--- config.mk ---
export PLATFORM = sky130hd
export DESIGN_NAME = instr_prefetch_queue_flat
export DESIGN_NICKNAME = d
export VERILOG_FILES = /design/src/rtl/instr_prefetch_queue_if.sv /design/src/rtl/instr_prefetch_queue.sv /design/src/flat_wrapper.sv
export SDC_FILE = /design/constraint.sdc
export NUM_CORES = 1
export LEC_CHECK = 0
export ABC_CLOCK_PERIOD_IN_PS = 8150
export CAP_MARGIN = 15
export CORE_UTILIZATION = 55
export DETAILED_ROUTE_END_ITERATION = 12
export DONT_BUFFER_PORTS = 1
export PLACE_DENSITY_LB_ADDON = 0.12
export SLEW_MARGIN = 20
export SYNTH_ARGS = -nofsm -noshare
export SYNTH_HDL_FRONTEND = slang
export SYNTH_SLANG_ARGS = --single-unit
--- constraint.sdc ---
create_clock -name clk -period 8.15 [get_ports clk]
set_clock_uncertainty 0.15 [all_clocks]
set_input_delay 0.815 -clock clk [delete_from_list [all_inputs] [get_ports clk]]
set_output_delay 0.815 -clock clk [all_outputs]
set_load 0.01 [all_outputs]
--- src/rtl/instr_prefetch_queue_if.sv ---
// rtl/instr_prefetch_queue_if.sv - fetch/decode handshake bundle for the instruction prefetch queue
interface instr_prefetch_queue_if;
  logic        imem_req;
  logic [31:0] imem_addr;
  logic [31:0] imem_data;
  logic        imem_valid;
  logic [31:0] instr;
  logic [31:0] instr_pc;
  logic [5:0]  OP;
  logic        instr_valid;
  logic        instr_ready;
  logic        redirect;
  logic [31:0] redirect_pc;

  // Queue side: issues fetches, presents the head instruction to decode
  modport master (
    output imem_req, imem_addr, instr, instr_pc, OP, instr_valid,
    input  imem_data, imem_valid, instr_ready, redirect, redirect_pc
  );

  // Environment side: instruction memory plus decode/branch unit
  modport slave (
    input  imem_req, imem_addr, instr, instr_pc, OP, instr_valid,
    output imem_data, imem_valid, instr_ready, redirect, redirect_pc
  );
endinterface

--- src/rtl/instr_prefetch_queue.sv ---
// rtl/instr_prefetch_queue.sv - instruction prefetch queue with a single outstanding fetch
module instr_prefetch_queue #(
  parameter int          DEPTH    = 4,
  parameter logic [31:0] RESET_PC = 32'h0040_0000
) (
  input logic                    clk,
  input logic                    reset,
  instr_prefetch_queue_if.master bus
);
  localparam int               PTR_W   = (DEPTH > 1) ? $clog2(DEPTH) : 1;
  localparam int               CNT_W   = PTR_W + 1;
  localparam logic [CNT_W-1:0] DEPTH_C = CNT_W'(DEPTH);
  localparam logic [31:0]      PC_INIT = {RESET_PC[31:2], 2'b00};

  logic [31:0]      fetch_pc_q, fetch_pc_d;
  logic [31:0]      req_addr_q, req_addr_d;
  logic             pending_q, pending_d;
  logic [CNT_W-1:0] count_q, count_d;
  logic [PTR_W-1:0] head_q, head_d;
  logic [PTR_W-1:0] tail_q, tail_d;
  logic [31:0]      pc_mem_q   [DEPTH];
  logic [31:0]      word_mem_q [DEPTH];

  logic             issue;
  logic             push;
  logic             pop;
  logic             head_valid;
  logic [CNT_W-1:0] credit;
  logic             unused_pc_bits;

  // Byte offset of a redirect target is meaningless for word fetches
  assign unused_pc_bits = ^bus.redirect_pc[1:0];

  // Slots already spoken for: stored entries plus the one in flight
  assign credit     = count_q + CNT_W'(pending_q);
  assign head_valid = (count_q != '0);
  assign issue      = reset && !bus.redirect && (credit < DEPTH_C);
  assign push       = pending_q && bus.imem_valid && !bus.redirect;
  assign pop        = head_valid && bus.instr_ready && !bus.redirect;

  assign bus.imem_req    = issue;
  assign bus.imem_addr   = fetch_pc_q;
  assign bus.instr_valid = head_valid;
  assign bus.instr       = head_valid ? word_mem_q[head_q] : '0;
  assign bus.instr_pc    = head_valid ? pc_mem_q[head_q] : '0;
  assign bus.OP          = head_valid ? word_mem_q[head_q][31:26] : '0;

  // Next-state: redirect flushes everything; otherwise issue, push and pop
  always_comb begin
    fetch_pc_d = fetch_pc_q;
    req_addr_d = req_addr_q;
    pending_d  = pending_q;
    count_d    = count_q;
    head_d     = head_q;
    tail_d     = tail_q;
    if (bus.redirect) begin
      fetch_pc_d = {bus.redirect_pc[31:2], 2'b00};
      pending_d  = 1'b0;
      count_d    = '0;
      head_d     = '0;
      tail_d     = '0;
    end else begin
      if (issue) begin
        fetch_pc_d = fetch_pc_q + 32'd4;
        req_addr_d = fetch_pc_q;
        pending_d  = 1'b1;
      end else if (push) begin
        pending_d = 1'b0;
      end
      if (push) begin
        tail_d = tail_q + PTR_W'(1);
      end
      if (pop) begin
        head_d = head_q + PTR_W'(1);
      end
      case ({push, pop})
        2'b10:   count_d = count_q + CNT_W'(1);
        2'b01:   count_d = count_q - CNT_W'(1);
        default: count_d = count_q;
      endcase
    end
  end

  // Control state, cleared asynchronously so a mid-run reset drops everything at once
  always_ff @(posedge clk or negedge reset) begin
    if (!reset) begin
      fetch_pc_q <= PC_INIT;
      req_addr_q <= '0;
      pending_q  <= 1'b0;
      count_q    <= '0;
      head_q     <= '0;
      tail_q     <= '0;
    end else begin
      fetch_pc_q <= fetch_pc_d;
      req_addr_q <= req_addr_d;
      pending_q  <= pending_d;
      count_q    <= count_d;
      head_q     <= head_d;
      tail_q     <= tail_d;
    end
  end

  // Entry storage; contents are only visible through a valid head so no reset is needed
  always_ff @(posedge clk) begin
    if (push) begin
      pc_mem_q[tail_q]   <= req_addr_q;
      word_mem_q[tail_q] <= bus.imem_data;
    end
  end
endmodule

--- src/flat_wrapper.sv ---
// flat-port wrapper written by rule: the top's interface ports become plain ports
module instr_prefetch_queue_flat 
#(
  parameter int          DEPTH    = 4,
  parameter logic [31:0] RESET_PC = 32'h0040_0000
)
  (clk, reset, bus_imem_req, bus_imem_addr, bus_instr, bus_instr_pc, bus_OP, bus_instr_valid, bus_imem_data, bus_imem_valid, bus_instr_ready, bus_redirect, bus_redirect_pc);
  instr_prefetch_queue_if bus_i ();
  input logic clk;
  input logic reset;
  output wire logic [$bits(bus_i.imem_req)-1:0] bus_imem_req;
  output wire logic [$bits(bus_i.imem_addr)-1:0] bus_imem_addr;
  output wire logic [$bits(bus_i.instr)-1:0] bus_instr;
  output wire logic [$bits(bus_i.instr_pc)-1:0] bus_instr_pc;
  output wire logic [$bits(bus_i.OP)-1:0] bus_OP;
  output wire logic [$bits(bus_i.instr_valid)-1:0] bus_instr_valid;
  input wire logic [$bits(bus_i.imem_data)-1:0] bus_imem_data;
  input wire logic [$bits(bus_i.imem_valid)-1:0] bus_imem_valid;
  input wire logic [$bits(bus_i.instr_ready)-1:0] bus_instr_ready;
  input wire logic [$bits(bus_i.redirect)-1:0] bus_redirect;
  input wire logic [$bits(bus_i.redirect_pc)-1:0] bus_redirect_pc;
  assign bus_imem_req = bus_i.imem_req;
  assign bus_imem_addr = bus_i.imem_addr;
  assign bus_instr = bus_i.instr;
  assign bus_instr_pc = bus_i.instr_pc;
  assign bus_OP = bus_i.OP;
  assign bus_instr_valid = bus_i.instr_valid;
  assign bus_i.imem_data = bus_imem_data;
  assign bus_i.imem_valid = bus_imem_valid;
  assign bus_i.instr_ready = bus_instr_ready;
  assign bus_i.redirect = bus_redirect;
  assign bus_i.redirect_pc = bus_redirect_pc;
  instr_prefetch_queue #(.DEPTH(DEPTH), .RESET_PC(RESET_PC)) u_core (.clk(clk), .reset(reset), .bus(bus_i));
endmodule
==> results.txt <==
In the synthesized netlist, the cells that appear most often are 248 x sky130_fd_sc_hd__edfxtp_1, 67 x sky130_fd_sc_hd__dfrtp_1, 65 x sky130_fd_sc_hd__and2_1, 62 x sky130_fd_sc_hd__mux4_2, 33 x sky130_fd_sc_hd__nand2_1. The data required time at the worst endpoint came out at between 7 and 8 ns. The count of placed standard cells in the final layout, fillers left out is around 1000. In this run the standard cell core region covers between 0.02 and 0.025 mm². By startpoint and endpoint, the worst setup path is classified as register to output pin. The clock drives roughly 320 sinks. The antenna diode count came out at 0.

The post-detailed-route wirelength per cell came out at between 20 and 25 µm. The initial standard-cell utilization of the core is around 56%. Clock tree synthesis inserted a total of 34 buffers. The total congestion overflow after global routing came out at 0. The worst-case IR drop observed on VDD is ~0.00018 V.

Synthesis produced between 700 and 800 cells. Entering global routing, the biggest net connects 69 pins. The count of flip-flops with a built-in enable after synthesis is ~250.

The largest total area in the synthesized netlist belongs to sky130_fd_sc_hd__edfxtp_1. The via density per instance is approximately 6. The highest achievable clock rate came out at roughly 260 MHz. The sequential-to-total area share from yosys stat is around 70%. In this run the worst hold path is classified as input pin to asynchronous set/reset pin.

The first-pass detailed-route iteration total came out at 5. The area share of the largest cell type after synthesis came out at 58.4%. The transition time at the pin with the least slew margin is between 1 and 1.5 ns. The maximum buffer depth of the clock tree is 3. The relative slew slack came out at between 30% and 40%. The clock tree synthesis step divided the H-tree into 2 levels. Of all flip-flops after synthesis, the portion carrying an async set or reset was between 20% and 30%. The power per cell area came out at ~310 mW/mm².

The register bit total from synthesis is 316. STA classifies the critical path startpoint as a register. The synthesized netlist contains 38 unique library cells.

The post-detailed-route count of antenna-violating nets came out at 0. The analysis attributes to cell leakage a power of approximately 4.7 nW. The count of routing violations after the opening detailed-route iteration is between 400 and 500.

In the final design database the tool counted a little under 800 nets. The kind of capture point of the worst setup path is an output pin. The final core area utilization came out at around 62%. The number of top-level pins came out at around 170. The port buffer count is 0. The mean instance size in the synthesized netlist is between 15 and 20 µm². The total of endpoints with negative setup slack in the final report is 0.

The arrival time at the worst endpoint is approximately 2.9 ns. For this run, the number of Yosys warnings is 0. The final number of max-transition violations came out at 0. The total of max-cap violations came out at 0. The floorplan step set the die width to 154 µm. The layout-stage area growth over the synthesis result is 10.5%. The part of the cycle the worst path needs came out at 46.9%. The standard-cell row count came out at 55. In this run the worst path has a maximum fanout of 43. After detailed routing, the number of remaining DRC violations is 0. The cell sitting at the root of the clock tree is a sky130_fd_sc_hd__clkbuf_16. For this run, the leading register cell type out of synthesis is sky130_fd_sc_hd__edfxtp_1. TritonCTS built the clock tree. The die outline area came out at approximately 0.024 mm².

The via count of the first global-routing pass came out at between 6000 and 7000. The via count came out at approximately 6300. The combined global-route utilization of all metal layers came out at ~22%. The synthesized area came out at approximately 0.013 mm². By area the synthesized netlist is led by sky130_fd_sc_hd__edfxtp_1 58%, sky130_fd_sc_hd__dfrtp_1 13%, sky130_fd_sc_hd__mux4_2 11%. The clock latency of the later-clocked register in the worst-skew pair came out at roughly 0.5 ns. The run finished with clean final reports. The aggregate negative setup slack is 0 ns. The number of hold-slack violations in the final timing report came out at 0. The congestion estimate from routability-driven global placement came to 0.887. The detailed-placement wirelength estimate is between 10 and 15 mm. The overall die height is between 150 and 200 µm. The most repeated cell in the gate-level netlist after synthesis is sky130_fd_sc_hd__edfxtp_1.

Summed over all layers, the routed wires come to ~25 mm. The number of placed instances, taps included, is 960. The time the final worst path needs with I/O delays and setup is ~3.8 ns. The first-pass GRT wire length is approximately 38 mm.

The number of antenna violations at the first check in global routing is 0. The clock-pin slew of the registers on the worst-case setup and hold paths is ~0.060 ns. Setup repair after global routing left no endpoint under its margin. The share of layout cells above drive strength 1 is a little over a fifth. The number of cells on the worst reg-to-reg path is 7. The post-layout worst setup margin is about 4.3 ns. The minimum setup slack after placement came out at approximately 4.7 ns.

Summing internal, switching and leakage power gives 4.31 mW.
## per-layer routing
metal / global-route usage (%) / share of wire [%]
met1: 28.2 / 41
met4: 6.60 / 1.8
met3: 6.25 / 8.4
met2: 35.2 / 49
met5: 0 / 0
## sequential cells by signal (all words and copies together), names as in the netlist
signal	count
u_core.req_addr_q	30
u_core.bus.imem_addr	30
u_core.word_mem_q	128
u_core.tail_q	2
u_core.count_q	3
u_core.pc_mem_q	120
u_core.head_q	2
u_core.pending_q	1
## area by class of cell
type / instances / area (µm²)
timing repair buffer: 4 / 50.0
tap: 285 / 357
fill: 1583 / 8610
clock inverter: 15 / 144
inverter: 5 / 18.8
sequential: 316 / 9160
multi-input combinational: 351 / 3390
clock buffer: 47 / 983
## what timing repair did
item,CTS,global route
gates resized for setup,0,0
setup buffers,0,0
hold buffers,1,0
endpoints found under the hold margin,68,0
## logic make-up (layout without fill, tap and decap cells)
| kind of cell | after synthesis | in the layout | share of synthesized area, % |
|---|---|---|---|
| other | 1 | 4 | 0.0294 |
| DFF | 316 | 316 | 71.8 |
| adders and majority gates | 6 | 6 | 0.648 |
| muxes | 94 | 94 | 13.8 |
| AOI/OAI and AO/OA | 44 | 44 | 2.08 |
| xor gates and xnor gates | 28 | 28 | 1.92 |
| buffers and inverters | 53 | 71 | 2.01 |
| and+or+nand+nor | 175 | 175 | 7.78 |
## cells in the final DEF, fill, tap and decap left out, drive strengths merged, types with 18 or more instances in the layout
cell type,n
edfxtp,248
dfrtp,67
and2,65
mux4,62
clkbuf,47
nand2,33
mux2,30
o21ai,29
xor2,24
nand4,21
and3,18
## critical path, stage by stage (launching register included)
cell and delay, ns:
sky130_fd_sc_hd__dfrtp_4 0.72, sky130_fd_sc_hd__buf_4 0.77, sky130_fd_sc_hd__mux4_2 0.63, sky130_fd_sc_hd__and2_1 0.21
## power breakdown
part           leakage (nW)  switching, mW  internal, mW
Combinational          1.12          0.392         0.335
Sequential             3.06          0.159          1.90
Clock                 0.557          0.587         0.939
## through the flow
step	hold slack, ns	cell area (µm²)
6_report	0.0497	14100
2_1_floorplan	0.322	12800
3_3_place_gp	0.332	12900
3_5_place_dp	0.355	12900
4_1_cts	0.0438	14100
5_1_grt	0.0520	14100
## path summary, 6_finish.rpt
check | from | slack, ns | to
worst min-delay path | reset | 0.05 | u_core.bus.imem_addr[14]
worst max register to register | u_core.count_q[1] | 5.27 | u_core.count_q[2]
min in group clk | bus_redirect | 0.24 | u_core.tail_q[1]
worst min register to register | u_core.req_addr_q[27] | 0.36 | u_core.pc_mem_q[0][27]
worst max-delay path | u_core.head_q[0] | 4.32 | bus_instr_pc[2]
max in group asynchronous | reset | 7.50 | u_core.bus.imem_addr[22]
Note: power is estimated with default switching activity, not from simulation.
